## src/rtl/huff_pkg.sv

```systemverilog
// Shared constants, FSM states and tree node type for the
// three-symbol Huffman encoder.
package huff_pkg;

  localparam int NUM_SYMS = 3;
  localparam int FREQ_W   = 3;
  localparam int SYM_W    = 8;
  localparam int WEIGHT_W = 5;
  localparam int CODE_W   = 3;

  typedef enum logic [2:0] {
    LOAD,
    MERGE1,
    MERGE2,
    ASSIGN,
    EMIT,
    DONE
  } state_e;

  typedef struct packed {
    logic [WEIGHT_W-1:0] weight;
    logic                is_leaf;
    logic [1:0]          idx;
  } node_t;

  // Total order: weight, then leaf before internal, then slot index.
  function automatic logic node_lt(node_t a, node_t b);
    logic w_eq;
    logic k_eq;
    w_eq = (a.weight == b.weight);
    k_eq = (a.is_leaf == b.is_leaf);
    return (a.weight < b.weight)
        || (w_eq && a.is_leaf && !b.is_leaf)
        || (w_eq && k_eq && (a.idx < b.idx));
  endfunction

endpackage

```

## src/rtl/huff_enc_core_if.sv

```systemverilog
// 12-bit pin-limited I/O bus between the pads and the encoder.
interface huff_enc_core_if;

  logic [11:0] io_in;
  logic [11:0] io_out;

  modport master (
    output io_in,
    input  io_out
  );

  modport slave (
    input  io_in,
    output io_out
  );

endinterface

```

## src/rtl/huff_enc_core_min2.sv

```systemverilog
// Picks the two smallest of three leaf nodes (slot index breaks
// ties) and reports their slots, the leftover slot and the sum.
module huff_min2
  import huff_pkg::*;
(
  input  node_t               n0,
  input  node_t               n1,
  input  node_t               n2,
  output logic [1:0]          lo_idx,
  output logic [1:0]          hi_idx,
  output logic [1:0]          rest_idx,
  output logic [WEIGHT_W-1:0] sum_w
);

  logic lt01, lt02, lt12;
  node_t lo, hi;

  function automatic node_t pick(logic [1:0] s,
                                 node_t a, node_t b, node_t c);
    unique case (1'b1)
      s == 2'd0: return a;
      s == 2'd1: return b;
      default:   return c;
    endcase
  endfunction

  always_comb begin
    lt01 = node_lt(n0, n1);
    lt02 = node_lt(n0, n2);
    lt12 = node_lt(n1, n2);
    unique case (1'b1)
      lt01 && lt02:  lo_idx = 2'd0;
      !lt01 && lt12: lo_idx = 2'd1;
      default:       lo_idx = 2'd2;
    endcase
    unique case (1'b1)
      !lt01 && !lt02: rest_idx = 2'd0;
      lt01 && !lt12:  rest_idx = 2'd1;
      default:        rest_idx = 2'd2;
    endcase
    hi_idx = 2'd3 - lo_idx - rest_idx;
    lo     = pick(lo_idx, n0, n1, n2);
    hi     = pick(hi_idx, n0, n1, n2);
    sum_w  = lo.weight + hi.weight;
  end

endmodule

```

## src/rtl/huff_enc_core.sv

```systemverilog
// Three-symbol Huffman encoder: load, build tree, emit codes.
// HUFF_DONE_FLAG_EN: drive io_out[9] high while parked in DONE.
module huff_enc_core
  import huff_pkg::*;
(
  input  logic          clk,
  input  logic          reset,
  huff_enc_core_if.slave io
);

`ifdef HUFF_DONE_FLAG_EN
  localparam logic DONE_FLAG = 1'b1;
`else
  localparam logic DONE_FLAG = 1'b0;
`endif

  state_e state_q, state_d;
  logic [2:0] cnt_q, cnt_d;
  logic [2:0][FREQ_W-1:0] freq_q, freq_d;
  logic [2:0][SYM_W-1:0] sym_q, sym_d;
  logic [1:0] lo_q, lo_d, hi_q, hi_d;
  logic [1:0] rem_q, rem_d;
  logic [WEIGHT_W-1:0] wint_q, wint_d;
  logic rbit_q, rbit_d;
  logic [2:0][CODE_W-1:0] code_q, code_d;
  logic [2:0][CODE_W-1:0] mask_q, mask_d;
  logic [11:0] io_out_q, io_out_d;

  node_t leaf0, leaf1, leaf2;
  node_t rem_n, int_n;
  logic [1:0] m_lo, m_hi, m_rest;
  logic [WEIGHT_W-1:0] m_sum;
  logic [1:0] slot;

  assign leaf0 = {{2'b00, freq_q[0]}, 1'b1, 2'd0};
  assign leaf1 = {{2'b00, freq_q[1]}, 1'b1, 2'd1};
  assign leaf2 = {{2'b00, freq_q[2]}, 1'b1, 2'd2};

  huff_min2 u_min2 (
    .n0       (leaf0),
    .n1       (leaf1),
    .n2       (leaf2),
    .lo_idx   (m_lo),
    .hi_idx   (m_hi),
    .rest_idx (m_rest),
    .sum_w    (m_sum)
  );

  assign rem_n = {{2'b00, freq_q[rem_q]}, 1'b1, rem_q};
  assign int_n = {wint_q, 1'b0, 2'd3};
  assign slot  = cnt_q[2:1];
  assign io.io_out = io_out_q;

  always_comb begin
    state_d  = state_q;
    cnt_d    = cnt_q;
    freq_d   = freq_q;
    sym_d    = sym_q;
    lo_d     = lo_q;
    hi_d     = hi_q;
    rem_d    = rem_q;
    wint_d   = wint_q;
    rbit_d   = rbit_q;
    code_d   = code_q;
    mask_d   = mask_q;
    io_out_d = '0;
    unique case (state_q)
      LOAD: begin
        if (io.io_in[11]) begin
          freq_d[cnt_q[1:0]] = io.io_in[10:8];
          sym_d[cnt_q[1:0]]  = io.io_in[7:0];
          if (cnt_q == 3'd2) begin
            cnt_d   = '0;
            state_d = MERGE1;
          end else begin
            cnt_d = cnt_q + 3'd1;
          end
        end
      end
      MERGE1: begin
        lo_d    = m_lo;
        hi_d    = m_hi;
        rem_d   = m_rest;
        wint_d  = m_sum;
        state_d = MERGE2;
      end
      MERGE2: begin
        // Leftover leaf takes branch 1 only if the pair is lighter.
        rbit_d  = node_lt(int_n, rem_n);
        state_d = ASSIGN;
      end
      ASSIGN: begin
        code_d[rem_q] = {2'b00, rbit_q};
        mask_d[rem_q] = 3'b001;
        code_d[lo_q]  = {1'b0, ~rbit_q, 1'b0};
        mask_d[lo_q]  = 3'b011;
        code_d[hi_q]  = {1'b0, ~rbit_q, 1'b1};
        mask_d[hi_q]  = 3'b011;
        cnt_d         = '0;
        state_d       = EMIT;
      end
      EMIT: begin
        if (cnt_q[0]) begin
          io_out_d = {4'b0001, 2'b00,
                      mask_q[slot], code_q[slot]};
        end else begin
          io_out_d = {4'b0001, sym_q[slot]};
        end
        if (cnt_q == 3'd5) begin
          state_d = DONE;
        end else begin
          cnt_d = cnt_q + 3'd1;
        end
      end
      DONE: begin
        io_out_d[9] = DONE_FLAG;
      end
      default: begin
        state_d = LOAD;
      end
    endcase
  end

  always_ff @(posedge clk or negedge reset) begin
    if (!reset) begin
      state_q  <= LOAD;
      cnt_q    <= '0;
      freq_q   <= '0;
      sym_q    <= '0;
      lo_q     <= '0;
      hi_q     <= '0;
      rem_q    <= '0;
      wint_q   <= '0;
      rbit_q   <= 1'b0;
      code_q   <= '0;
      mask_q   <= '0;
      io_out_q <= '0;
    end else begin
      state_q  <= state_d;
      cnt_q    <= cnt_d;
      freq_q   <= freq_d;
      sym_q    <= sym_d;
      lo_q     <= lo_d;
      hi_q     <= hi_d;
      rem_q    <= rem_d;
      wint_q   <= wint_d;
      rbit_q   <= rbit_d;
      code_q   <= code_d;
      mask_q   <= mask_d;
      io_out_q <= io_out_d;
    end
  end

endmodule

```

## src/flat_wrapper.sv

```systemverilog
// flat-port wrapper written by rule: the top's interface ports become plain ports
module huff_enc_core_flat import huff_pkg::*;
  (clk, reset, io_io_in, io_io_out);
  huff_enc_core_if io_i ();
  input  logic clk;
  input  logic reset;
  input wire logic [$bits(io_i.io_in)-1:0] io_io_in;
  output wire logic [$bits(io_i.io_out)-1:0] io_io_out;
  assign io_i.io_in = io_io_in;
  assign io_io_out = io_i.io_out;
  huff_enc_core u_core (.clk(clk), .reset(reset), .io(io_i));
endmodule
```

## config.mk

```make
export PLATFORM = sky130hd
export DESIGN_NAME = huff_enc_core_flat
export DESIGN_NICKNAME = d
export VERILOG_FILES = /design/src/rtl/huff_pkg.sv /design/src/rtl/huff_enc_core_if.sv /design/src/rtl/huff_enc_core_min2.sv /design/src/rtl/huff_enc_core.sv /design/src/flat_wrapper.sv
export SDC_FILE = /design/constraint.sdc
export NUM_CORES = 1
export LEC_CHECK = 0
export ABC_CLOCK_PERIOD_IN_PS = 4800
export BUFFER_PORTS_ARGS = -buffer_cell sky130_fd_sc_hd__buf_4
export CAP_MARGIN = 25
export CORE_MARGIN = 1.5
export CORE_UTILIZATION = 45
export DETAILED_ROUTE_END_ITERATION = 8
export GPL_TIMING_DRIVEN = 0
export PLACE_DENSITY = 0.69
export SLEW_MARGIN = 15
export SYNTH_ARGS = -nofsm -noshare
export SYNTH_HDL_FRONTEND = slang
export SYNTH_SLANG_ARGS = --single-unit
```

## constraint.sdc

```tcl
create_clock -name clk -period 4.8 [get_ports clk]
set_input_delay 0.24 -clock clk [delete_from_list [all_inputs] [get_ports clk]]
set_output_delay 0.24 -clock clk [all_outputs]
set_load 0.05 [all_outputs]
```

==> flow_summary.json <==
{
  "dieWidth_um": 95.2,
  "syn-instance-count": 327,
  "fmax_mhz": 266,
  "critPathLaunchType": "register",
  "power_density_nw_per_um2": 266,
  "clockBufferDepth": 2,
  "area_growth_pct": 14.3,
  "nNetsFinal": 399,
  "synth.avg_cell_area_um2": 11.7,
  "wirelength_mm": 7.77,
  "slew_headroom": 0.581,
  "fin_area_um2": 4380,
  "die_h_um": 95.2,
  "netlist_area_um2": 3830,
  "final_cells": 473,
  "synth_edf_count": 0,
  "ant_nets": 0,
  "std_cell_rows": 33,
  "start_util": 0.466,
  "cts_tree": "yes",
  "cp-startpoint": "u_core.freq_q[4]",
  "dp_slack_ns": 1.06,
  "num_vias": 2596,
  "slew_viol_final": 0,
  "clkSinkCount": 74,
  "hp-class": "primary input to register",
  "leakage_nw": 2.10,
  "grt_pass1_vias": 2604,
  "layout_common_cells": "dfrtp_1 (74), mux2_2 (48), buf_4 (25)",
  "dr.pass1.iters": 4,
  "place_area_um2": 4130,
  "grt_max_degree": 75,
  "grtUsageTotal": 0.191,
  "grt_pass1_wl_mm": 12.9,
  "max_stage_delay_ns": 0.48,
  "io_buffers": 22,
  "hp-start": "io_io_in[8]",
  "status": "finished, final reports clean",
  "cts_made_buffers": 9,
  "netlist.area_leader.share": 0.484,
  "cts_root_buf": "clkbuf_8",
  "crit_family": "adder cells",
  "timing.critical_path.mode_cell": "ha_1",
  "tns_ns": 0,
  "synth_top_flop_cell": "dfrtp_1",
  "antennaDiodeCount": 0,
  "hpwl_mm": 5.49,
  "peakVddDrop_mv": 0.203,
  "grt_remaining_overflow": 0,
  "setup_viol": 0,
  "holdWs_ns": 0.141,
  "worst_pin_slew_ns": 0.627,
  "power_mw": 1.16,
  "synthArstFlopShare": 1.00,
  "place_congestion": 0.802,
  "drv_cap": 0,
  "fin_util": 0.533,
  "fin_ws_ns": 1.04,
  "dp_cells": 456,
  "dieArea_um2": 9070,
  "yosys.area.top_type": "dfrtp_1",
  "end_kind": "register",
  "clk_latency_ns": 0.34,
  "drc": 0,
  "clkTransAtPathRegs_ns": 0.08,
  "ys_seq_area_frac": 0.484,
  "finalCritPeriodShare": 0.784,
  "ys_seq_elements": 74,
  "pin_count": 26,
  "cp.required_ns": 5.02,
  "fin_skew_ns": 0.00959,
  "crit_path_cell_trace": "inv_1 -> ha_1 -> nor2b_1 -> o21ai_0 -> a32oi_1 -> ha_1 -> nand2_1 -> xnor3_2 -> mux2_4 -> ha_1 -> fa_1 -> mux2_2",
  "hold_violations": 0,
  "crit_fanout": 6,
  "path_buf_inv": 1,
  "rsz0062_at_grt": "false",
  "drt_iter0_drc": 122,
  "worstReg2RegStart": "u_core.freq_q[4]",
  "core_area_um2": 8220,
  "finalCriticalPeriod_ns": 3.76,
  "wl_per_cell_um": 16.4,
  "yosys_warnings": 0,
  "grt_antenna_before_repair": 0,
  "synth_cell_types": 45,
  "viasPerCell": 5.49,
  "arrival_ns": 3.99,
  "drive_gt1_frac": 0.283,
  "layout_commonest_cell": "dfrtp_1",
  "crit_path_top_delay_cell": "xnor3_2",
  "ys_top_cells_by_area": "dfrtp_1 (48%), mux2_2 (14%), ha_1 (6.5%)",
  "h-tree-depth": 3,
  "crit_type": "register to register"
}
==> power by group <==
group          internal (mW)  switching [mW]  leakage, nW
logic                 0.0116          0.0210         1.03
registers              0.623               0        0.961
clock network          0.287           0.222        0.105
total                  0.921           0.243         2.10
==> worst paths after layout <==
check | to | slack [ns] | cells after the start
setup / recovery | u_core.wint_q[1] | 1.04 | 12
hold / removal | u_core.freq_q[0] | 0.14 | 2
setup reg to reg | u_core.wint_q[1] | 1.04 | 12
hold reg to reg | u_core.mask_q[6] | 0.47 | 1
max in group asynchronous | u_core.rbit_q | 3.92 | 3
min in group asynchronous | u_core.sym_q[22] | 0.33 | 2
==> state kept, by name, summed over array words and instances, names as in the netlist, 3 cells and up <==
register,flops
u_core.sym_q,24
u_core.freq_q,9
u_core.io.io_out,9
u_core.mask_q,9
u_core.code_q,6
u_core.wint_q,4
u_core.cnt_q,3
u_core.state_q,3
==> cells by family after synthesis <==
kind of cell,after synthesis,share of synthesized area
adder cells (fa/ha/maj),21,0.0706
AO/OA/AOI/OAI,61,0.101
other,1,0.000980
flip-flops,74,0.484
multiplexers,71,0.219
buffers and inverters,36,0.0396
AND/OR/NAND/NOR,60,0.0742
XOR/XNOR,3,0.0108
==> synthesized netlist by cell type, types with 2 or more instances <==
master and count:
o21ai_0 13, nand3_1 2, nand2_1 11, a32oi_1 2
and3_1 2, o211ai_1 2, o32ai_1 2, xnor2_1 2
inv_1 18, a21oi_1 21, o31ai_1 3, dfrtp_1 74
mux2_2 48, mux2i_1 17, mux4_2 5, nor2_1 24
buf_4 3, ha_1 20, nor3_1 3, a31oi_1 3
nor2b_1 7, a22oi_1 5, or2_2 2, buf_2 4
clkbuf_1 10, nand2b_1 5
==> metal layers <==
metal	share of wire	up-vias	track usage
met5	0	-	0
met4	0.010	0	0.0709
met3	0.041	6	0.0455
met2	0.49	51	0.298
met1	0.46	1309	0.257
li1	-	1230	-
==> timing repair <==
item | 4_1_cts | 5_1_grt
buffers inserted | 0 | 0
hold buffers | 0 | 1
setup endpoints to repair | 0 | 0
endpoints found under the hold margin | 0 | 19
resized for setup | 0 | 0
==> area by class of cell <==
cell class | instances | area (um2)
plain buffers | 17 | 80.1
clock buffers | 9 | 124
clock inverters | 6 | 82.6
multi-input cells | 219 | 1830
well taps | 105 | 131
repair buffers | 24 | 203
flip-flops and latches | 74 | 1850
fillers | 710 | 3840
inverters | 19 | 71.3
==> worst register-to-register path, stage by stage (launching register included) <==
cell and delay [ns]:
dfrtp_1 0.47, inv_1 0.07, ha_1 0.29, nor2b_1 0.13, o21ai_0 0.08, a32oi_1 0.40, ha_1 0.41, nand2_1 0.09
xnor3_2 0.48, mux2_4 0.31, ha_1 0.21, fa_1 0.43, mux2_2 0.27
(Power assumes the default switching activity.)
